## config.mk

```make
export PLATFORM = sky130hd
export DESIGN_NAME = mem_access
export DESIGN_NICKNAME = d
export VERILOG_FILES = /design/src/rtl/mem_access.sv
export SDC_FILE = /design/constraint.sdc
export NUM_CORES = 1
export LEC_CHECK = 0
export BUFFER_PORTS_ARGS = -buffer_cell sky130_fd_sc_hd__buf_2
export CAP_MARGIN = 20
export CORE_AREA = 2 2 151 153
export CTS_BUF_LIST = sky130_fd_sc_hd__clkbuf_4 sky130_fd_sc_hd__clkbuf_8
export DETAILED_ROUTE_END_ITERATION = 10
export DIE_AREA = 0 0 153 155
export PLACE_DENSITY_LB_ADDON = 0.25
export SLEW_MARGIN = 20
export SYNTH_ARGS = -nofsm -noshare
export SYNTH_HDL_FRONTEND = slang
export SYNTH_SLANG_ARGS = --single-unit
export TNS_END_PERCENT = 10
```

## constraint.sdc

```tcl
create_clock -name clk -period 3.65 [get_ports clk]
set_input_delay 0.365 -clock clk [delete_from_list [all_inputs] [get_ports clk]]
set_output_delay 0.365 -clock clk [all_outputs]
set_load 0.05 [all_outputs]
```

## src/rtl/mem_access.sv

```systemverilog
// Memory-access stage: one word-aligned data-bus transaction per entry
// into stage 4, with lane steering, load extension and a bus timeout.
module mem_access #(
    parameter int unsigned TIMEOUT = 255
) (
    input  logic        clk,
    input  logic        reset,
    input  logic [2:0]  stage_i,
    input  logic [31:0] ir_i,
    input  logic [31:0] addr_i,
    input  logic [31:0] rs2_i,
    output logic        bus_req_o,
    output logic        bus_we_o,
    output logic [31:0] bus_addr_o,
    output logic [31:0] bus_wdata_o,
    output logic [3:0]  bus_be_o,
    input  logic [31:0] bus_rdata_i,
    input  logic        bus_ack_i,
    output logic [31:0] mem_o,
    output logic        wd_q_readin_o,
    output logic        done_o,
    output logic [1:0]  err_o
);

    typedef enum logic [1:0] {
        S_IDLE,
        S_BUS,
        S_DONE
    } state_t;

    state_t state, state_nx;

    logic [2:0]  stage_q;
    logic        start;
    logic [6:0]  opc;
    logic [2:0]  f3;
    logic [1:0]  a;
    logic        is_ld, is_st, is_mem;
    logic        legal, mis, go;
    logic [31:0] wdata;
    logic [3:0]  be;
    logic [2:0]  f3_q;
    logic [1:0]  a_q;
    logic        ld_q;
    logic [31:0] cnt, cnt_inc;
    logic        tmo;
    logic [7:0]  ld_b;
    logic [15:0] ld_h;
    logic [31:0] ld_val;
    logic        unused_ok;

    assign unused_ok = ^{ir_i[31:15], ir_i[11:7]};

    assign start = (stage_i == 3'd4) && (stage_q != 3'd4)
                && (state == S_IDLE);

    always_comb begin
        opc    = ir_i[6:0];
        f3     = ir_i[14:12];
        a      = addr_i[1:0];
        is_ld  = (opc == 7'b0000011);
        is_st  = (opc == 7'b0100011);
        is_mem = is_ld || is_st;
        legal  = (is_ld && (f3 inside {3'b000, 3'b001, 3'b010,
                                       3'b100, 3'b101}))
              || (is_st && (f3 inside {3'b000, 3'b001, 3'b010}));
        mis    = ((f3[1:0] == 2'b01) && a[0])
              || ((f3[1:0] == 2'b10) && (a != 2'b00));
        go     = is_mem && legal && !mis;
        wdata  = rs2_i;
        be     = 4'b1111;
        unique case (1'b1)
            (f3[1:0] == 2'b00): begin
                wdata = {4{rs2_i[7:0]}};
                be    = 4'b0001 << a;
            end
            (f3[1:0] == 2'b01): begin
                wdata = {2{rs2_i[15:0]}};
                be    = 4'b0011 << {a[1], 1'b0};
            end
            default: ;
        endcase
    end

    always_comb begin
        ld_b   = bus_rdata_i[{a_q, 3'b000} +: 8];
        ld_h   = bus_rdata_i[{a_q[1], 4'b0000} +: 16];
        ld_val = bus_rdata_i;
        unique case (1'b1)
            (f3_q == 3'b000): ld_val = {{24{ld_b[7]}}, ld_b};
            (f3_q == 3'b001): ld_val = {{16{ld_h[15]}}, ld_h};
            (f3_q == 3'b100): ld_val = {24'h0, ld_b};
            (f3_q == 3'b101): ld_val = {16'h0, ld_h};
            default: ;
        endcase
    end

    assign cnt_inc = cnt + 32'd1;
    assign tmo     = (TIMEOUT != 0) && (cnt_inc == 32'(TIMEOUT));

    always_comb begin
        state_nx = state;
        unique case (state)
            S_IDLE: if (start) state_nx = go ? S_BUS : S_DONE;
            S_BUS:  if (bus_ack_i || tmo) state_nx = S_DONE;
            S_DONE: state_nx = S_IDLE;
            default: state_nx = S_IDLE;
        endcase
    end

    // stage_q resets to 4 so a stage counter parked at 4 needs a fresh entry
    always_ff @(posedge clk or negedge reset) begin
        if (!reset) begin
            state         <= S_IDLE;
            stage_q       <= 3'd4;
            bus_req_o     <= 1'b0;
            bus_we_o      <= 1'b0;
            bus_addr_o    <= 32'h0;
            bus_wdata_o   <= 32'h0;
            bus_be_o      <= 4'h0;
            mem_o         <= 32'h0;
            wd_q_readin_o <= 1'b0;
            done_o        <= 1'b0;
            err_o         <= 2'b00;
            f3_q          <= 3'b000;
            a_q           <= 2'b00;
            ld_q          <= 1'b0;
            cnt           <= 32'h0;
        end else begin
            state         <= state_nx;
            stage_q       <= stage_i;
            done_o        <= 1'b0;
            wd_q_readin_o <= 1'b0;
            unique case (state)
                S_IDLE: if (start) begin
                    err_o <= 2'b00;
                    cnt   <= 32'h0;
                    f3_q  <= f3;
                    a_q   <= a;
                    ld_q  <= is_ld;
                    if (go) begin
                        bus_req_o   <= 1'b1;
                        bus_we_o    <= is_st;
                        bus_addr_o  <= {addr_i[31:2], 2'b00};
                        bus_wdata_o <= is_st ? wdata : 32'h0;
                        bus_be_o    <= is_st ? be : 4'h0;
                    end else begin
                        done_o <= 1'b1;
                        if (is_mem && !legal)
                            err_o <= 2'b10;
                        else if (is_mem && mis)
                            err_o <= 2'b01;
                    end
                end
                S_BUS: begin
                    if (bus_ack_i) begin
                        bus_req_o <= 1'b0;
                        done_o    <= 1'b1;
                        if (ld_q) begin
                            mem_o         <= ld_val;
                            wd_q_readin_o <= 1'b1;
                        end
                    end else if (tmo) begin
                        bus_req_o <= 1'b0;
                        done_o    <= 1'b1;
                        err_o     <= 2'b11;
                    end else begin
                        cnt <= cnt_inc;
                    end
                end
                default: ;
            endcase
        end
    end

endmodule

```

======== Yosys cells after proc, flatten, opt, wreduce, memory -nomap -nowiden ========
Cells that the tools add are included.
word-level totals
  flip-flop bits (word level) ............. 147
  word-level logic and storage cells ...... 106
cells by class
  add/subtract/negate cells ............... 1
  equality and inequality tests ........... 22
  shifts and indexed selects .............. 4
  muxes and demuxes ....................... 33
  reductions and logical operators ........ 31
operator list
  cell                                                   count
  two-way mux 32 bit                                     4
  case mux 32 bit (2 select lines)                       2
  case mux 32 bit (4 select lines)                       1
  adder 32 x 1 -> 32 bit (second input constant)         1
  equality test 32 x 8 -> 1 bit (second input constant)  1
  indexed part select 32 x 6 -> 16 bit                   1
  indexed part select 32 x 6 -> 8 bit                    1
  two-way mux 2 bit                                      8
  equality test 3 bit (second input constant)            5
  two-way mux 1 bit                                      12
  != test 2 bit (second input constant)                  6
  AND reduction 4 bit                                    3
  logical AND 1 bit                                      10
  case mux 2 bit (2 select lines)                        2
  case mux 4 bit (2 select lines)                        1
  equality test 7 x 2 -> 1 bit (second input constant)   1
  equality test 7 x 6 -> 1 bit (second input constant)   1
  equality test 3 x 1 -> 1 bit (second input constant)   2
  logical NOT 3 bit                                      2
  != test 3 bit (second input constant)                  2
  AND reduction 3 bit                                    2
  nonzero test 5 bit                                     1
  equality test 2 x 1 -> 1 bit (second input constant)   2
  logical NOT 2 bit                                      2
  other kinds (11)                                       18

======== Logic depth before layout (Yosys ltp) ========
Gate-level depths: netlist of the first run.
  word-level depth ........................ 10
  depth in mapped cells ................... 11

======== Worst setup path after synthesis of the first run ========
No wires, ideal clock.
  path kind ............................... reg-to-reg
  start ................................... register cnt[1]
  end ..................................... register cnt[1]
  arrival time ............................ 2.650 ns
  setup slack ............................. 0.921 ns
  stages on the path, launching flop included .. 11
  path buffers ............................ 1
  cell sequence ........................... dfrtp_1 -> ha_1 -> and3_1 -> nand4_2 -> nor4_1 -> xor2_1 -> or4_4 -> or4_4 -> nand2_2 -> buf_6 -> mux2i_1
on the way
  word-level cells in the longest chain between the ends .. 4
ends and longest elaborated chain
  item                                                                                             RTL line  source
  from (decl)                                                                                      45        logic [31:0] cnt, cnt_inc;
  from (signal assigned)                                                                           168       cnt <= cnt_inc;
  adder 32 x 1 -> 32 bit *                                                                         98        assign cnt_inc = cnt + 32'd1;
  equality test 32 x 8 -> 1 bit / two-way mux 32 bit (equally long branches)                       99, 163
  != test 2 bit (no source line) / two-way mux 32 bit (equally long branches)                      -
  AND reduction 4 bit (no source line) / case mux 32 bit (2 select lines) (equally long branches)  -
Mark *: on every way between the ends. The rest lies on a longest branch, timed or not. The select of a mux whose other input is x is not followed.
A chain may end at the register's enable or synchronous reset.

======== Worst setup path in the final report of the first run ========
  start ................................... register cnt[18]
  end ..................................... register cnt[3]
on the way
  word-level cells in the longest chain between the ends .. 4
ends and longest elaborated chain
  item                                  RTL line  source
  adder 32 x 1 -> 32 bit                98
  equality test 32 x 8 -> 1 bit         99        assign tmo = (TIMEOUT != 0) && (cnt_inc == 32'(TIMEOUT));
  != test 2 bit (no source line)        -
  AND reduction 4 bit (no source line)  -
Every way passes these cells.

==> results.yml, run 1 <==
finish:
  final_cell_mix: "buf_2, nand2_1, dfrtp_1"
  num_antenna_cells: 0
  nNetsFinal: 1195
  final_design_area_no_fill_mm2: 0.00932
  syn_to_final_growth_pct: 22.9
  post-route-util: 0.419
  layout.cells.most_common: "buf_2"
  final_layout_size_suffix_gt1_frac: 0.273
clocking:
  cts_buffer_depth: 2
  resized_cells_post_cts: 0
  number_of_buffers_added_to_fix_hold_violations_after_cts: 2
  cts_made_buffers: 17
  cts_root_buf: "clkbuf_8"
  cts_tree: "built"
  clk-insertion-delay-late_ns: 0.46
  post_cts_repair_timing_setup_buffer_count: 0
  clock_sinks: 147
  cts_htree_levels: 4
  cts.reportedPaths.clkPinSlew_ns: 0.08
global_route:
  grt_overflow_total: 0
  grt_busiest_layer: "met2"
  grt_use_met1: 0.254
  antenna_found_initial: 1
  maximum_number_of_pins_on_one_net_before_global_route_repair: 57
  grt_util_all_layers: 0.199
  grt_util_met2: 0.334
  number_of_global_route_vias_before_repair: 6974
  grt_first_pass_wirelength_mm: 37.9
  met3_usage: 0.0582
floorplan:
  die-height_um: 155
  placement_rows: 55
  initial_utilization: 0.341
  fp.dieW_um: 153
  ios: 240
  core_area_mm2: 0.0222
  die_area_mm2: 0.0237
timing:
  layout_min_cycle_time_ns: 3.25
  worst_slew_margin_rel: 0.373
  unrepaired_setup_endpoints_after_global_routing: "false"
  tightestPinTransition_ns: 0.937
  timing.final.hold_violations: 0
  timing.final.max_slew_violations: 0
  final.setup.tns_ns: 0
  setup-violations-final: 0
  setup_ws_ns: 0.397
  achievable-frequency_mhz: 307
  fin_skew_ns: 0.0131
  period_share: 0.891
setup_path:
  cp.required_ns: 4.03
  start_kind: "flip-flop"
  worst-path-max-fanout: 12
  criticalPathCategory: "flip-flop to flip-flop"
  crit_end_element: "flip-flop"
  cp_data_arrival_time_ns: 3.63
detailed_routing:
  total_wire_length_after_detailed_routing_mm: 23.5
  via_count: 7082
  post_drt_via_cell_ratio: 5.22
  avgRoutedWirePerCell_um: 17.3
  detailedRoute.firstIterationViolations: 359
  antenna_violating_nets_post_route: 0
  firstDrtPassIters: 5
  drc: 0
power:
  p_total_mw: 3.40
  leakage_nw: 4.72
  vdd_ir_drop_max_mv: 0.188
  power_density_mw_per_mm2: 365
synthesis:
  synth_adder_area_share: 0.00330
  synth.distinct_cells: 61
  syn_inst: 868
  synth-async-reset-ratio: 1.00
  seq_area_frac_synth: 0.485
  muxShareOfSynthArea: 0.0513
  yosys.area_share.xor_xnor: 0.0150
  syn_area_per_cell_um2: 8.74
  synth_enable_flop_cells: 0
  postSynthRegisterBits: 147
  synth_ff_type: "dfrtp_1"
  synth_simple_gate_area_share: 0.231
  synth_compound_area_frac: 0.160
  synth_warnings: 0
  synth_top_family_by_area: "simple AND/OR/NAND/NOR gates"
  post_synth_instance_area_mm2: 0.00758
placement:
  dpl-instance-area_mm2: 0.00891
  placement.io_buffers: 215
  post-place-ws_ns: 0.419
  post-dp-hpwl_mm: 17.4
  globalplace.congestion: 0.869
job:
  maxCapViolations: 0
outcome:
  run_status: "complete, no violations"
worst_hold_path:
  worstHoldPathType: "input pin to flip-flop"
[metrics by stage]
| stage | cells | hold slack [ns] |
|---|---|---|
| 6_report | 1357 | 0.0323 |
| 5_1_grt | 1357 | 0.00981 |
| 4_1_cts | 1357 | 0.0103 |
| 3_5_place_dp | 1323 | 0.361 |
| 3_3_place_gp | 1323 | 0.370 |
| 2_1_floorplan | 869 | 0.0694 |
[report_power, final]
part	switching, mW	total [mW]	leakage (nW)	internal (mW)
Sequential	0.0318	1.69	2.03	1.65
Clock	0.713	1.26	0.201	0.551
Combinational	0.281	0.450	2.49	0.169
Total	1.03	3.40	4.72	2.37
[final timing paths]
path	startpoint	endpoint	slack, ns	cells after the start
setup / recovery	cnt[18]	cnt[3]	0.40	8
hold / removal	stage_i[1]	stage_q[1]	0.03	1
setup reg to reg	cnt[18]	cnt[3]	0.40	8
hold reg to reg	bus_addr_o[28]	bus_addr_o[28]	0.48	2
max in group asynchronous	reset	stage_q[2]	2.38	3
min in group asynchronous	reset	bus_addr_o[27]	0.41	2
[Yosys cell counts (all sizes together), types with 6 or more instances]
cell type  count  area, um^2
mux2i         31         310
a31oi         16         100
or3            9        56.3
a21oi         47         235
inv           20        75.1
nor4           8        50.1
nor3          18        90.1
a221o          7        70.1
xnor2          7        61.3
buf           26         154
and3           7        43.8
o22ai          7        43.8
clkbuf        43         169
nand4         17         119
or4            6        52.6
o21ai         67         335
nor2b          9        56.3
nand3         41         205
a22o           8        70.1
a211oi         9        67.6
xor2           6        52.6
o211ai         8        60.1
nor2          53         199
dfrtp        146        3650
nand2        199         749
[worst max-delay path, cell delays in order, from the launching register on]
cell     delay (ns)
dfrtp_1        0.57
and4_1         0.35
nand3_1        0.19
nor4_1         0.37
xor2_1         0.12
or4_4          0.58
or4_4          0.47
nand2_2        0.29
mux2i_1        0.23
[metal layers]
layer,wire (um),share of wire
met5,16,0.00068
met4,292,0.012
met3,1600,0.068
met2,11300,0.48
met1,10300,0.44
[sequential cells by signal (all words and copies together), names as in the netlist]
signal         count
a_q                2
bus_addr_o        30
bus_be_o           4
bus_req_o          1
bus_wdata_o       32
bus_we_o           1
cnt               32
done_o             1
err_o              2
f3_q               3
ld_q               1
mem_o             32
stage_q            3
state              2
wd_q_readin_o      1
[area by class of cell]
class | instances | area [um^2]
Inverter | 21 | 78.8
Fill cell | 2279 | 12900
Timing Repair Buffer | 240 | 1300
Clock buffer | 20 | 275
Multi-Input combinational cell | 632 | 3510
Tap cell | 285 | 357
Clock inverter | 12 | 114
Sequential cell | 147 | 3680
[logic make-up after synthesis]
logic type / count (synthesis)
buf+inv: 90
other cells: 1
compound gates: 193
fa+ha+maj: 2
xor+xnor: 13
mux: 37
flops: 147
simple gates: 385
Power figures use the tool's default switching activity.
==> run 2: changes to the inputs <==
- MAX_ROUTING_LAYER: not set -> met4
- clock period: 3.65 -> 2.7 ns (I/O delays scaled with it)
==> run 2 against run 1 <==
Net effect: the flow now finishes with violations (setup timing); sequential share of layout area decreased by 4.2 points; sequential power up 35%; total power up 37%; flip-flop and latch count unchanged; clock-buffer cell count shrank 2; setup slack got worse by 0.52 ns; die area unchanged; first-iteration DRC count grew 28%; via count is 5.2% higher; global-route usage grew 1.4 points; core utilization rose by 5.0 points; largest power group unchanged; highest routed layer is now met4.
==> results.yml, run 2 (synthesis gave the netlist of run 1 again) <==
power:
  p_total_mw: 4.67
  vdd_ir_drop_max_mv: 0.257
  leakage_nw: 5.34
  power_density_mw_per_mm2: 448
floorplan:
  core_area_mm2: 0.0222
  placement_rows: 55
  initial_utilization: 0.341
  fp.dieW_um: 153
  ios: 240
  die_area_mm2: 0.0237
  die-height_um: 155
clocking:
  cts_root_buf: "clkbuf_8"
  clock_sinks: 147
  cts_made_buffers: 17
  cts.reportedPaths.clkPinSlew_ns: 0.09
  cts_htree_levels: 4
  cts_tree: "built"
  cts_buffer_depth: 2
  clk-insertion-delay-late_ns: 0.46
finish:
  num_antenna_cells: 0
  layout.area.seq_mm2: 0.00368
  final_cell_mix: "buf_2, nand2_1, dfrtp_1"
  nNetsFinal: 1311
  layout.cells.most_common: "buf_2"
  num-fill-cells: 2233
  top_regs: "bus_wdata_o (32), cnt (32), mem_o (32)"
  multi_input_area_mm2: 0.00369
  final_layout_size_suffix_gt1_frac: 0.343
  syn_to_final_growth_pct: 37.6
global_route:
  grt_util_all_layers: 0.213
  maximum_number_of_pins_on_one_net_before_global_route_repair: 58
  number_of_global_route_vias_before_repair: 7430
  antenna_found_initial: 0
  grt_overflow_total: 0
  grt_first_pass_wirelength_mm: 39.4
setup_path:
  regToRegStartpoint: "cnt[26]"
  cp_data_arrival_time_ns: 3.21
  worst-path-stages: 9
  crit_end_element: "flip-flop"
  start_kind: "flip-flop"
  timing.critical_path.slowest_stage_cell: "or4_4"
  critical_path.max_stage_delay_ns: 0.54
  worstPathBufferInverterCount: 1
  ff2ff_setup_slack_ns: -0.12
  critical-path-top-cell-by-count: "or4_4"
  worst_r2r_endpoint: "cnt[3]"
  family_with_the_most_delay_on_the_worst_path: "simple AND/OR/NAND/NOR gates"
  rr_worst_depth: 9
  criticalPathCategory: "flip-flop to flip-flop"
  crit_chain: "and4_1, nand4_2, a2111oi_2, o211ai_1, or4_4, or4_4, nand2_4, buf_4, mux2i_1"
  cp.required_ns: 3.08
  worst-path-max-fanout: 5
placement:
  post-dp-hpwl_mm: 17.8
  placement.io_buffers: 215
  globalplace.congestion: 0.908
  post-place-ws_ns: -0.170
timing:
  fin_skew_ns: 0.0193
  timing.final.hold_violations: 0
  timing.final.max_slew_violations: 0
  layout_min_cycle_time_ns: 2.82
  worst_slew_margin_rel: 0.604
  period_share: 1.05
  setup_ws_ns: -0.122
  tightestPinTransition_ns: 0.593
  setup-violations-final: 21
  worst_hold_slack_ns: 0.0433
  unrepaired_setup_endpoints_after_global_routing: "true"
  achievable-frequency_mhz: 354
worst_hold_path:
  worst_hold_path.endpoint: "bus_addr_o[4]"
  worstHoldPathType: "input pin to flip-flop"
  min_path_cells: 3
  hold_path.startpoint: "addr_i[4]"
detailed_routing:
  post_drt_via_cell_ratio: 5.06
  firstDrtPassIters: 5
  detailedRoute.firstIterationViolations: 458
  antenna_violating_nets_post_route: 0
  avgRoutedWirePerCell_um: 16.5
  via_count: 7451
  drc: 0
  total_wire_length_after_detailed_routing_mm: 24.4
job:
  maxCapViolations: 0
outcome:
  run_status: "finished with violations"
  failed_checks: "setup timing"
run 2: cell type report:
class / count / share of cell area
Clock buffer: 18 / 0.0231
Clock inverter: 14 / 0.0137
Inverter: 21 / 0.00756
Multi-Input combinational cell: 632 / 0.353
Sequential cell: 147 / 0.353
Tap cell: 285 / 0.0342
Timing Repair Buffer: 356 / 0.215
run 2: power breakdown:
| group | total [mW] | leakage, nW | switching [mW] | internal, mW |
|---|---|---|---|---|
| registers | 2.28 | 2.03 | 0.0432 | 2.24 |
| clock network | 1.73 | 0.192 | 0.961 | 0.767 |
| logic | 0.664 | 3.12 | 0.398 | 0.265 |
| total | 4.67 | 5.34 | 1.40 | 3.27 |
run 2: per-stage QoR:
step / instances / cell area [um^2] / util / TNS [ns]
finish: 1473 / 10400 / 0.469 / -1.28
detailed placement: 1404 / 9520 / 0.428 / -2.87
floorplan: 869 / 7600 / - / 0
global placement: 1404 / 9520 / 0.428 / -2.52
CTS: 1470 / 10300 / 0.463 / -1.01
global route: 1473 / 10400 / 0.469 / -4.52
run 2: worst max-delay path by stage:
stage,from,to,slack (ns)
3_3_place_gp,cnt[2],cnt[3],-0.16
2_1_floorplan,cnt[19],cnt[1],0.001
6_report,cnt[26],cnt[3],-0.12
5_1_grt,cnt[0],cnt[1],-0.23
3_5_place_dp,cnt[9],cnt[1],-0.17
4_1_cts,cnt[0],cnt[3],-0.09
run 2: per-layer routing:
| layer | GRT usage | vias up | part of all wire |
|---|---|---|---|
| met4 | 0.0595 | 0 | 0.017 |
| met5 | - | - | 0 |
| met2 | 0.339 | 223 | 0.48 |
| met3 | 0.0412 | 30 | 0.049 |
| li1 | - | 3651 | - |
| met1 | 0.278 | 3547 | 0.46 |
run 2: what timing repair did:
| action | 4_1_cts | 5_1_grt |
|---|---|---|
| setup buffers | 1 | 3 |
| setup endpoints to repair | 31 | 32 |
| hold endpoints to repair | 85 | 0 |
| hold buffers | 33 | 0 |
| cloned | 0 | 0 |
| pin swaps | 5 | 3 |
| resized for setup | 13 | 33 |
run 2: tightest hold or removal path: cells and delay by family:
kind | cells | cell delay [ns]
buffers and inverters | 1 | 0.09
AND/OR/NAND/NOR | 2 | 0.11
==> run 3: changes to the inputs <==
- SKIP_LAST_GASP: not set -> 1
==> run 3 against run 2 <==
Net effect: the flow still finishes with violations (setup timing); via count increased by 0.12%; combinational power about the same; clock-buffer cell count unchanged; clock power hardly changed; routed wire length is 0.22% lower; total power down 0.11%; first-iteration DRC count is 0.66% lower; setup slack improved by 0.0081 ns; sequential share of layout area is 0.11 points higher; critical path type unchanged; largest cell class is now sequential cells; highest routed layer unchanged.
==> results.yml, run 3 (synthesis gave the netlist of run 1 again) <==
setup_path:
  timing.critical_path.slowest_stage_cell: "or4_4"
  crit_end_element: "flip-flop"
  start_kind: "flip-flop"
  worst-path-max-fanout: 5
  critical_path.max_stage_delay_ns: 0.54
  crit_chain: "and4_1, nand4_2, a2111oi_2, o211ai_1, or4_4, or4_4, nand2_4, buf_4, mux2i_1"
  cp.required_ns: 3.09
  cp_data_arrival_time_ns: 3.20
  critical-path-top-cell-by-count: "or4_4"
  criticalPathCategory: "flip-flop to flip-flop"
finish:
  top_regs: "bus_wdata_o (32), cnt (32), mem_o (32)"
  final_layout_size_suffix_gt1_frac: 0.338
  num-fill-cells: 2234
  syn_to_final_growth_pct: 37.2
  layoutNonFillerInstCount: 1473
  final_design_area_no_fill_mm2: 0.0104
  final_cell_mix: "buf_2, nand2_1, dfrtp_1"
  layout.cells.most_common: "buf_2"
  nNetsFinal: 1311
  num_antenna_cells: 0
timing:
  tightestPinTransition_ns: 0.590
  setup-violations-final: 24
  fin_skew_ns: 0.0187
  timing.final.hold_violations: 0
  unrepaired_setup_endpoints_after_global_routing: "true"
  layout_min_cycle_time_ns: 2.81
  timing.final.max_slew_violations: 0
  setup_ws_ns: -0.113
  achievable-frequency_mhz: 355
  final.setup.tns_ns: -1.24
  period_share: 1.04
  worst_slew_margin_rel: 0.607
clocking:
  cts_buffer_depth: 2
  clk-insertion-delay-late_ns: 0.46
  cts_htree_levels: 4
  cts_made_buffers: 17
  cts_tree: "built"
  clock_sinks: 147
  cts.reportedPaths.clkPinSlew_ns: 0.09
  cts_root_buf: "clkbuf_8"
global_route:
  maximum_number_of_pins_on_one_net_before_global_route_repair: 58
  antenna_found_initial: 0
  grt_util_all_layers: 0.213
  grt_overflow_total: 0
  grt_first_pass_wirelength_mm: 39.4
  number_of_global_route_vias_before_repair: 7431
placement:
  placement.io_buffers: 215
  post-dp-hpwl_mm: 17.8
  globalplace.congestion: 0.908
  post-place-cells: 1404
  dpl-instance-area_mm2: 0.00952
  post-place-ws_ns: -0.170
power:
  vdd_ir_drop_max_mv: 0.257
  power_density_mw_per_mm2: 449
  leakage_nw: 5.30
  p_total_mw: 4.66
floorplan:
  fp.dieW_um: 153
  die-height_um: 155
  core_area_mm2: 0.0222
  initial_utilization: 0.341
  placement_rows: 55
  die_area_mm2: 0.0237
  ios: 240
outcome:
  run_status: "finished with violations"
  failed_checks: "setup timing"
detailed_routing:
  firstDrtPassIters: 4
  detailedRoute.firstIterationViolations: 455
  avgRoutedWirePerCell_um: 16.5
  total_wire_length_after_detailed_routing_mm: 24.3
  drc: 0
  antenna_violating_nets_post_route: 0
  via_count: 7460
  post_drt_via_cell_ratio: 5.06
worst_hold_path:
  worstHoldPathType: "input pin to flip-flop"
job:
  maxCapViolations: 0
-- run 3: cell counts in the layout (fill, tap and decap cells not counted) --
No cell type changed its count.
-- run 3: worst max-delay path, delay by kind of cell, from the launching register on --
| kind | cells | cell delay (ns) |
|---|---|---|
| buf+inv | 1 | 0.13 |
| compound gates | 2 | 0.50 |
| simple gates | 5 | 1.57 |
| mux | 1 | 0.17 |
| flops | 1 | 0.37 |
-- run 3: layer usage --
metal	up-vias	wire (um)	GRT usage
li1	3651	-	-
met1	3543	11100	0.278
met2	233	11600	0.339
met3	33	1240	0.0412
met4	0	421	0.0595
met5	-	0	-
-- run 3: final timing paths --
path	slack [ns]	startpoint	depth (start not counted)	to
max reg2reg	-0.11	cnt[26]	9	cnt[3]
max	-0.11	cnt[26]	9	cnt[3]
min reg2reg	0.48	bus_addr_o[23]	2	bus_addr_o[23]
min	0.04	addr_i[4]	3	bus_addr_o[4]
min in group asynchronous	0.34	reset	2	state[0]
max in group asynchronous	1.58	reset	3	bus_addr_o[3]
-- run 3: final cells by class --
type                    instances  area [um^2]  area share
multi-input cells             632         3650       0.351
clock buffers                  18          241      0.0232
inverters                      21         78.8     0.00758
well taps                     285          357      0.0343
flip-flops and latches        147         3680       0.354
repair buffers                356         2240       0.216
clock inverters                14          143      0.0137
-- run 3: power by group --
group	switching (mW)	internal, mW	leakage [nW]
sequential	0.0429	2.24	2.03
clock	0.958	0.767	0.192
combinational	0.396	0.265	3.08
total	1.40	3.27	5.30
-- run 3: through the flow --
| step | hold slack, ns | util |
|---|---|---|
| floorplan | -0.0256 | - |
| global placement | 0.290 | 0.428 |
| detailed placement | 0.292 | 0.428 |
| CTS | 0.00593 | 0.463 |
| global route | 0.0452 | 0.468 |
| finish | 0.0431 | 0.468 |
-- run 3: timing repair --
| item | CTS | global route |
|---|---|---|
| setup buffers | 1 | 3 |
| endpoints found under the setup margin | 31 | 32 |
| endpoints found under the hold margin | 85 | 0 |
| gates resized for setup | 12 | 19 |
| gates cloned | 0 | 0 |
| hold buffers | 33 | 0 |
| pin swaps | 5 | 2 |
